File: config.mk
export PLATFORM = sky130hd
export DESIGN_NAME = mpx_hilo_ctrl
export DESIGN_NICKNAME = d
export VERILOG_FILES = /design/src/rtl/mpx_hilo_ctrl.sv
export SDC_FILE = /design/constraint.sdc
export NUM_CORES = 1
export LEC_CHECK = 0
export CAP_MARGIN = 20
export CORE_AREA = 2 2 130 132
export DETAILED_ROUTE_END_ITERATION = 10
export DIE_AREA = 0 0 132 134
export PLACE_DENSITY = 0.76
export SYNTH_ARGS = -nofsm -noshare
export SYNTH_HDL_FRONTEND = slang
export SYNTH_SLANG_ARGS = --single-unit
export TNS_END_PERCENT = 30
File: constraint.sdc
create_clock -name clk_i -period 5.16 [get_ports clk_i]
set_input_delay 1.032 -clock clk_i [delete_from_list [all_inputs] [get_ports clk_i]]
set_output_delay 1.032 -clock clk_i [all_outputs]
set_load 0.02 [all_outputs]
File: src/rtl/mpx_hilo_ctrl.sv
// HI/LO register pair with MULT/DIV sequencing and interlock for the MPX core.
// Optional MFHI/MFLO completion-cycle forwarding is enabled by defining MPX_HILO_FWD_EN.
module mpx_hilo_ctrl #(
    parameter int MULT_STAGES = 2
) (
    input  logic        clk_i,
    input  logic        rst_i,
    input  logic        opcode_valid_i,
    input  logic [31:0] opcode_opcode_i,
    input  logic [31:0] opcode_rs_operand_i,
    input  logic [31:0] opcode_rt_operand_i,
    input  logic        hold_i,
    input  logic        mul_valid_i,
    input  logic [31:0] mul_hi_i,
    input  logic [31:0] mul_lo_i,
    input  logic        div_valid_i,
    input  logic [31:0] div_hi_i,
    input  logic [31:0] div_lo_i,
    output logic        div_start_o,
    output logic        div_signed_o,
    output logic        stall_o,
    output logic        busy_o,
    output logic [31:0] mf_result_o,
    output logic [31:0] hi_o,
    output logic [31:0] lo_o
);

    typedef enum logic [1:0] {
        IDLE,
        MUL_PEND,
        DIV_PEND
    } state_e;

    localparam logic [5:0] F_MFHI  = 6'h10;
    localparam logic [5:0] F_MTHI  = 6'h11;
    localparam logic [5:0] F_MFLO  = 6'h12;
    localparam logic [5:0] F_MTLO  = 6'h13;
    localparam logic [5:0] F_MULT  = 6'h18;
    localparam logic [5:0] F_MULTU = 6'h19;
    localparam logic [5:0] F_DIV   = 6'h1A;
    localparam logic [5:0] F_DIVU  = 6'h1B;

    state_e      state_q, state_d;
    logic [31:0] hi_q, hi_d;
    logic [31:0] lo_q, lo_d;
    logic        busy_q;

    logic [5:0]  funct;
    logic        is_special;
    logic        is_mf, is_mt, is_mul, is_div;
    logic        is_hilo_cls;
    logic        idle;
    logic        mul_done, div_done, completing;
    logic        fwd_ok;
    logic        accept;
    logic        issue_mul, issue_div, issue_mthi, issue_mtlo;

    // The rt operand feeds the multiplier/divider directly; it is not needed here.
    logic unused_ok;
    assign unused_ok = ^{opcode_rt_operand_i, opcode_opcode_i[25:6]} ^ (MULT_STAGES == 2);

    assign funct      = opcode_opcode_i[5:0];
    assign is_special = (opcode_opcode_i[31:26] == 6'b0);
    assign is_mf      = (funct == F_MFHI) || (funct == F_MFLO);
    assign is_mt      = (funct == F_MTHI) || (funct == F_MTLO);
    assign is_mul     = (funct == F_MULT) || (funct == F_MULTU);
    assign is_div     = (funct == F_DIV)  || (funct == F_DIVU);

    assign is_hilo_cls = opcode_valid_i & is_special & (is_mf | is_mt | is_mul | is_div);
    assign idle        = (state_q == IDLE);

    assign mul_done   = (state_q == MUL_PEND) & mul_valid_i & ~hold_i;
    assign div_done   = (state_q == DIV_PEND) & div_valid_i & ~hold_i;
    assign completing = mul_done | div_done;

`ifdef MPX_HILO_FWD_EN
    assign fwd_ok = is_mf & completing;
`else
    assign fwd_ok = 1'b0;
`endif

    assign stall_o = is_hilo_cls & ~idle & ~fwd_ok;
    assign accept  = opcode_valid_i & ~hold_i & ~stall_o;

    assign issue_mul  = accept & is_special & idle & is_mul;
    assign issue_div  = accept & is_special & idle & is_div;
    assign issue_mthi = accept & is_special & idle & (funct == F_MTHI);
    assign issue_mtlo = accept & is_special & idle & (funct == F_MTLO);

    assign div_start_o  = issue_div;
    assign div_signed_o = issue_div & ~funct[0];

    always_comb begin
        mf_result_o = '0;
        if (opcode_valid_i && is_special && is_mf) begin
            if (idle) begin
                mf_result_o = (funct == F_MFHI) ? hi_q : lo_q;
            end
`ifdef MPX_HILO_FWD_EN
            else if (completing) begin
                if (funct == F_MFHI) mf_result_o = mul_done ? mul_hi_i : div_hi_i;
                else                 mf_result_o = mul_done ? mul_lo_i : div_lo_i;
            end
`endif
        end
    end

    // NOTE: every signal gets its hold value before the case so no path leaves it unassigned (no latch).
    always_comb begin
        state_d = state_q;
        hi_d    = hi_q;
        lo_d    = lo_q;
        unique case (state_q)
            IDLE: begin
                if (issue_mul) state_d = MUL_PEND;
                if (issue_div) state_d = DIV_PEND;
                if (issue_mthi) hi_d = opcode_rs_operand_i;
                if (issue_mtlo) lo_d = opcode_rs_operand_i;
            end
            MUL_PEND: begin
                if (mul_done) begin
                    state_d = IDLE;
                    hi_d    = mul_hi_i;
                    lo_d    = mul_lo_i;
                end
            end
            DIV_PEND: begin
                if (div_done) begin
                    state_d = IDLE;
                    hi_d    = div_hi_i;
                    lo_d    = div_lo_i;
                end
            end
            default: state_d = IDLE;
        endcase
    end

    // NOTE: reset is synchronous and wins over hold_i; all state uses non-blocking assignments.
    always_ff @(posedge clk_i) begin
        if (rst_i) begin
            state_q <= IDLE;
            hi_q    <= '0;
            lo_q    <= '0;
            busy_q  <= 1'b0;
        end else begin
            state_q <= state_d;
            hi_q    <= hi_d;
            lo_q    <= lo_d;
            busy_q  <= (state_d != IDLE);
        end
    end

    assign busy_o = busy_q;
    assign hi_o   = hi_q;
    assign lo_o   = lo_q;

endmodule

==> results of run 1 <==
==> worst reg2reg max path, stage by stage, from the launching register on <==
cell       delay, ps
dfxtp_1          380
inv_1            120
ha_4             940
buf_4            440
nor2_1           110
a2111oi_2        310
o21ba_1          170
==> worst max-delay path by stage <==
| stage | startpoint | endpoint | slack (ps) | depth (start not counted) |
|---|---|---|---|---|
| 6_report | opcode_opcode_i[4] | mf_result_o[13] | 520 | 7 |
| 5_1_grt | opcode_opcode_i[4] | mf_result_o[13] | 470 | 7 |
| 4_1_cts | opcode_opcode_i[4] | mf_result_o[13] | 550 | 7 |
| 2_1_floorplan | opcode_opcode_i[5] | mf_result_o[10] | 1440 | 5 |
| 3_3_place_gp | opcode_opcode_i[4] | mf_result_o[13] | 580 | 7 |
| 3_5_place_dp | opcode_opcode_i[4] | mf_result_o[13] | 560 | 7 |
==> cell usage in the layout, fill, tap and decap left out, drive strengths merged, types with 3 or more instances in the layout <==
| master | netlist | layout |
|---|---|---|
| a2111oi | 32 | 32 |
| a211o | 32 | 32 |
| a21boi | 32 | 32 |
| a21oi | 32 | 32 |
| a22oi | 64 | 64 |
| buf | 5 | 13 |
| clkbuf | 56 | 12 |
| clkdlybuf4s50 | 0 | 276 |
| dfxtp | 67 | 67 |
| ha | 4 | 4 |
| inv | 7 | 7 |
| mux2i | 32 | 32 |
| nand2 | 65 | 65 |
| nand2b | 33 | 33 |
| nor2 | 33 | 33 |
| nor2b | 4 | 4 |
| nor3 | 5 | 5 |
| nor4b | 3 | 3 |
| o21ba | 32 | 32 |
| or4b | 3 | 3 |
==> logic make-up after synthesis <==
| kind of cell | share of synthesized area |
|---|---|
| AO/OA/AOI/OAI | 0.428 |
| AND/OR/NAND/NOR | 0.157 |
| adder cells (fa/ha/maj) | 0.0104 |
| flip-flops | 0.280 |
| multiplexers | 0.0668 |
| buffers and inverters | 0.0579 |
==> metal layers <==
metal | vias up | wire (um) | global-route usage
met4 | 0 | 420 | 0.0779
met5 | - | 0 | 0
met2 | 231 | 9000 | 0.356
met3 | 27 | 1440 | 0.0574
li1 | 2604 | - | -
met1 | 2506 | 7760 | 0.247
==> area by class of cell <==
cell class                 instances  share of cell area
clock buffer                      12              0.0305
clock inverter                     4             0.00914
sequential                        67               0.166
inverter                           7             0.00325
timing repair buffer             289               0.355
tap                              220              0.0341
multi-input combinational        426               0.402
==> registers in the layout, summed over array words and instances, names as in the netlist <==
name	cells
hi_o	32
lo_o	32
state_q	2
busy_o	1
==> per-stage QoR <==
step,worst slack [ps],utilization,std cells
CTS,552,0.496,1025
finish,523,0.496,1025
global placement,576,0.476,1009
floorplan,1440,-,561
detailed placement,563,0.476,1009
global route,473,0.496,1025
==> where the power goes <==
group / internal (mW) / switching [mW]
Combinational: 0.140 / 0.0553
Clock: 0.437 / 0.230
Sequential: 0.518 / 0.000114
==> results.sh, run 1 <==
export IMPL_max_freq_mhz=216
export IMPL_path_cells="clkdlybuf4s50_1 > or3b_2 > nor3_1 > nand3_2 > buf_4 > a21oi_1 > clkdlybuf4s50_1"
export IMPL_clk_latency_ps=330
export IMPL_vias_per_cell=5.24
export IMPL_cts_resized=0
export IMPL_timing_rr_start="state_q[1]$_SDFF_PP0_"
export IMPL_fin_crit_ps=4640
export IMPL_synthTopCellsByArea="dfxtp_1 28%, a22oi_1 10%, a2111oi_2 9.4%, mux2i_1 6.7%, o21ba_1 6.7%"
export IMPL_synth_nets=795
export IMPL_power_density_nw_per_um2=171
export IMPL_n_fill_cell=1555
export IMPL_postRouteAntennaNets=0
export IMPL_hold_viol=0
export IMPL_cts_max_level=3
export IMPL_setup_tns_ps=0
export IMPL_cts_path_max_buffers=2
export IMPL_grt_use_total=0.207
export IMPL_max_slew_margin_rel=0.259
export IMPL_area_growth_pct=68.5
export IMPL_reg2reg_depth=6
export IMPL_outcome="complete, no violations"
export IMPL_arrival_ps=3610
export IMPL_yosys_warnings=0
export IMPL_cts_hold_buf=0
export IMPL_synth_edf_count=0
export IMPL_power_mw=1.38
export IMPL_r2r_end="lo_o[21]$_SDFFE_PP0P_"
export IMPL_setup_worst_path_start_class="input pin"
export IMPL_synth_commonest_cells="67 x dfxtp_1, 65 x nand2_1, 64 x a22oi_1"
export IMPL_path_class="in -> out"
export IMPL_synth_seq_area_share=0.280
export IMPL_routabilityCongestion=0.780
export IMPL_first_iter_violations=251
export IMPL_place_area_um2=7760
export IMPL_multi_input_area_um2=3240
export IMPL_postCtsSetupRepairBufs=0
export IMPL_dp_hpwl_mm=12.9
export IMPL_io_buffers=277
export IMPL_hp_class="reg -> reg"
export IMPL_die_area_um2=17700
export IMPL_avgSynthCellArea_um2=8.54
export IMPL_drv_cap=0
export IMPL_post_route_period_util=0.899
export IMPL_die_width_um=132
export IMPL_grt_pass1_vias=5292
export IMPL_worstHoldStart="hi_o[19]$_SDFFE_PP0P_"
export IMPL_coreArea_um2=16300
export IMPL_min_path_cells=2
export IMPL_postRouteWirelength_mm=18.6
export IMPL_crit_path_top_delay_cell="clkdlybuf4s50_1"
export IMPL_grt_pass1_wl_mm=29.2
export IMPL_synth_distinct_cells=41
export IMPL_drive_above_1_share=0.0870
export IMPL_wl_per_cell_um=18.2
export IMPL_grt_start_max_net_pins=82
export IMPL_seq_area_um2=1340
export IMPL_syn_inst=561
export IMPL_worstMarginPinSlew_ps=1110
export IMPL_drv_slew=0
export IMPL_cp_top_family="buffers and inverters"
export IMPL_antenna_found_initial=0
export IMPL_power_leakage_nw=3.09
export IMPL_finClkSkew_ps=9.82
export IMPL_drc_errors=0
export IMPL_grt_ovfl_total=0
export IMPL_routed_via_count=5368
export IMPL_async_flop_share=0
export IMPL_worst_ep_required_time_ps=4130
export IMPL_critPathMaxStageDelay_ps=670
export IMPL_cts_tree="yes"
export IMPL_die_y_um=134
export IMPL_rsz0062_at_grt="false"
export IMPL_cts_root_buffer_cell="clkbuf_16"
export IMPL_worstHoldEndpoint="hi_o[19]$_SDFFE_PP0P_"
export IMPL_pin_count=330
export IMPL_final_cell_area_um2=8080
export IMPL_fp_row_count=47
export IMPL_start_util=0.294
export IMPL_yosys_register_bits=67
export IMPL_yosysMostFrequentCell="dfxtp_1"
export IMPL_crit_buf_inv=3
export IMPL_hold_ws_ps=491
export IMPL_numCtsBuffers=9
export IMPL_setup_viol=0
export IMPL_synth_top_flop_cell="dfxtp_1"
export IMPL_first_pass_iters=5
export IMPL_ir_worst_vdd_mv=0.165
export IMPL_cp_common_cell="clkdlybuf4s50_1"
export IMPL_synth_largest_area_cell="dfxtp_1"
export IMPL_end_kind="output port"
export IMPL_r2r_slack_ps=2640
export IMPL_netlist_area_um2=4790
export IMPL_antenna_cells=0
export IMPL_nets=1034
export IMPL_clkSinkCount=67
export IMPL_synth_top_area_frac=0.280
export IMPL_cp_max_fo=32
export IMPL_clkSlewWorstSetupHoldPaths_ps=60
Power figures use the tool's default switching activity.
==> inputs of run 2 (changes only) <==
--- a/config.mk
+++ b/config.mk
@@ -10,6 +10,7 @@
 export DETAILED_ROUTE_END_ITERATION = 10
 export DIE_AREA = 0 0 132 134
 export PLACE_DENSITY = 0.76
+export SKIP_LAST_GASP = 1
 export SYNTH_ARGS = -nofsm -noshare
 export SYNTH_HDL_FRONTEND = slang
 export SYNTH_SLANG_ARGS = --single-unit
==> results of run 2 <==
Final layout, timing and power as in run 1 (identical DEF).
==> inputs of run 3 (changes only) <==
--- a/config.mk
+++ b/config.mk
@@ -6,10 +6,11 @@
 export NUM_CORES = 1
 export LEC_CHECK = 0
 export CAP_MARGIN = 20
-export CORE_AREA = 2 2 130 132
+export CORE_AREA = 2 2 128 130
 export DETAILED_ROUTE_END_ITERATION = 10
-export DIE_AREA = 0 0 132 134
-export PLACE_DENSITY = 0.76
+export DIE_AREA = 0 0 130 132
+export HOLD_SLACK_MARGIN = 0.06
+export PLACE_DENSITY = 0.78
 export SKIP_LAST_GASP = 1
 export SYNTH_ARGS = -nofsm -noshare
 export SYNTH_HDL_FRONTEND = slang
==> results.sh, run 3 (same netlist as run 1, synthesis figures left out) <==
export IMPL_p_sw_mw=0.288
export IMPL_p_sw_frac=0.211
export IMPL_end_kind="output port"
export IMPL_path_cells="clkdlybuf4s50_1 > or3b_2 > nor4_2 > buf_12 > nand2_1 > a21oi_1 > clkdlybuf4s50_1"
export IMPL_cp_top_family="buffers and inverters"
export IMPL_worstMarginPinSlew_ps=1110
export IMPL_outcome="complete, no violations"
export IMPL_cts_max_level=3
export IMPL_place_area_um2=7760
export IMPL_fin_crit_ps=4560
export IMPL_p_comb_frac=0.142
export IMPL_coreArea_um2=15700
export IMPL_wl_per_cell_um=18.1
export IMPL_path_class="in -> out"
export IMPL_cp_common_cell="clkdlybuf4s50_1"
export IMPL_p_clk_frac=0.479
export IMPL_antenna_found_initial=0
export IMPL_grt_pass1_wl_mm=28.5
export IMPL_finClkSkew_ps=7.62
export IMPL_setup_viol=0
export IMPL_cts_tree="yes"
export IMPL_drive_above_1_share=0.0906
export IMPL_p_seq_frac=0.379
export IMPL_die_y_um=132
export IMPL_io_buffers=277
export IMPL_nets=1035
export IMPL_arrival_ps=3530
export IMPL_final_cell_area_um2=8080
export IMPL_cts_root_buffer_cell="clkbuf_16"
export IMPL_ir_worst_vdd_mv=0.132
export IMPL_pin_count=330
export IMPL_numCtsBuffers=9
export IMPL_cts_resized=0
export IMPL_internal_power_mw=1.08
export IMPL_max_freq_mhz=219
export IMPL_setup_tns_ps=0
export IMPL_routed_via_count=5398
export IMPL_grt_start_max_net_pins=71
export IMPL_postCtsSetupRepairBufs=0
export IMPL_cp_max_fo=32
export IMPL_postRouteWirelength_mm=18.5
export IMPL_vias_per_cell=5.28
export IMPL_cts_hold_buf=0
export IMPL_final_common_cell="clkdlybuf4s50_1"
export IMPL_post_route_period_util=0.884
export IMPL_drv_cap=0
export IMPL_hold_viol=0
export IMPL_cts_path_max_buffers=2
export IMPL_rsz0062_at_grt="false"
export IMPL_die_area_um2=17200
export IMPL_crit_buf_inv=3
export IMPL_dp_hpwl_mm=13.0
export IMPL_drc_errors=0
export IMPL_final_cell_mix="276 x clkdlybuf4s50_1, 67 x dfxtp_1, 65 x nand2_1, 64 x a22oi_1"
export IMPL_antenna_cells=0
export IMPL_clk_latency_ps=330
export IMPL_grt_use_total=0.211
export IMPL_area_growth_pct=68.5
export IMPL_first_iter_violations=251
export IMPL_routabilityCongestion=0.803
export IMPL_clkSlewWorstSetupHoldPaths_ps=50
export IMPL_clkSinkCount=67
export IMPL_critPathMaxStageDelay_ps=670
export IMPL_drv_slew=0
export IMPL_power_leakage_nw=3.09
export IMPL_hp_class="reg -> reg"
export IMPL_max_slew_margin_rel=0.259
export IMPL_postRouteAntennaNets=0
export IMPL_grt_pass1_vias=5408
export IMPL_first_pass_iters=6
export IMPL_power_density_nw_per_um2=169
export IMPL_worst_ep_required_time_ps=4130
export IMPL_crit_path_top_delay_cell="clkdlybuf4s50_1"
export IMPL_start_util=0.305
export IMPL_fp_row_count=46
export IMPL_die_width_um=130
export IMPL_grt_ovfl_total=0
export IMPL_setup_worst_path_start_class="input pin"
==> run 3: routing by layer <==
metal	routed length, um	GRT usage	up-vias
met5	0	0	-
met4	634	0.0968	0
met3	1630	0.0540	43
met2	8810	0.359	259
met1	7430	0.245	2497
li1	-	-	2599
==> run 3: metrics by stage <==
step	power, mW	worst slack (ps)	hold WS [ps]	util	std cells
floorplan	0.573	1440	561	-	561
global placement	0.721	622	476	0.494	1006
detailed placement	0.723	615	482	0.494	1006
CTS	1.39	613	493	0.514	1022
global route	1.43	522	508	0.514	1022
finish	1.37	601	492	0.514	1022
==> run 3: final cells by class <==
cell class | count | area (um^2)
Clock buffer | 9 | 225
Clock inverter | 7 | 92.6
Sequential cell | 67 | 1340
Inverter | 7 | 26.3
Multi-Input combinational cell | 426 | 3240
Timing Repair Buffer | 290 | 2880
Tap cell | 216 | 270
Fill cell | 1463 | 7630
==> run 3: power groups by stage <==
| stage | logic, mW | registers (mW) | clock network (mW) |
|---|---|---|---|
| after floorplan | 0.0444 | 0.529 | 0 |
| after global placement | 0.192 | 0.529 | 0 |
| after detailed placement | 0.194 | 0.529 | 0 |
| after CTS | 0.195 | 0.517 | 0.678 |
| after global routing | 0.209 | 0.517 | 0.704 |
| final | 0.195 | 0.518 | 0.654 |
==> run 3: worst paths after layout <==
path	slack [ps]	from	cells after the start	end
worst min register to register	490	hi_o[19]$_SDFFE_PP0P_	2	hi_o[19]$_SDFFE_PP0P_
worst max register to register	2600	state_q[1]$_SDFF_PP0_	6	lo_o[13]$_SDFFE_PP0P_
worst min-delay path	490	hi_o[19]$_SDFFE_PP0P_	2	hi_o[19]$_SDFFE_PP0P_
worst max-delay path	600	opcode_opcode_i[4]	7	mf_result_o[13]
==> run 3: tightest hold or removal path, cell delays in order, from the launching register on <==
cell,delay [ps]
dfxtp_1,320
nand2b_1,70
mux2i_1,60
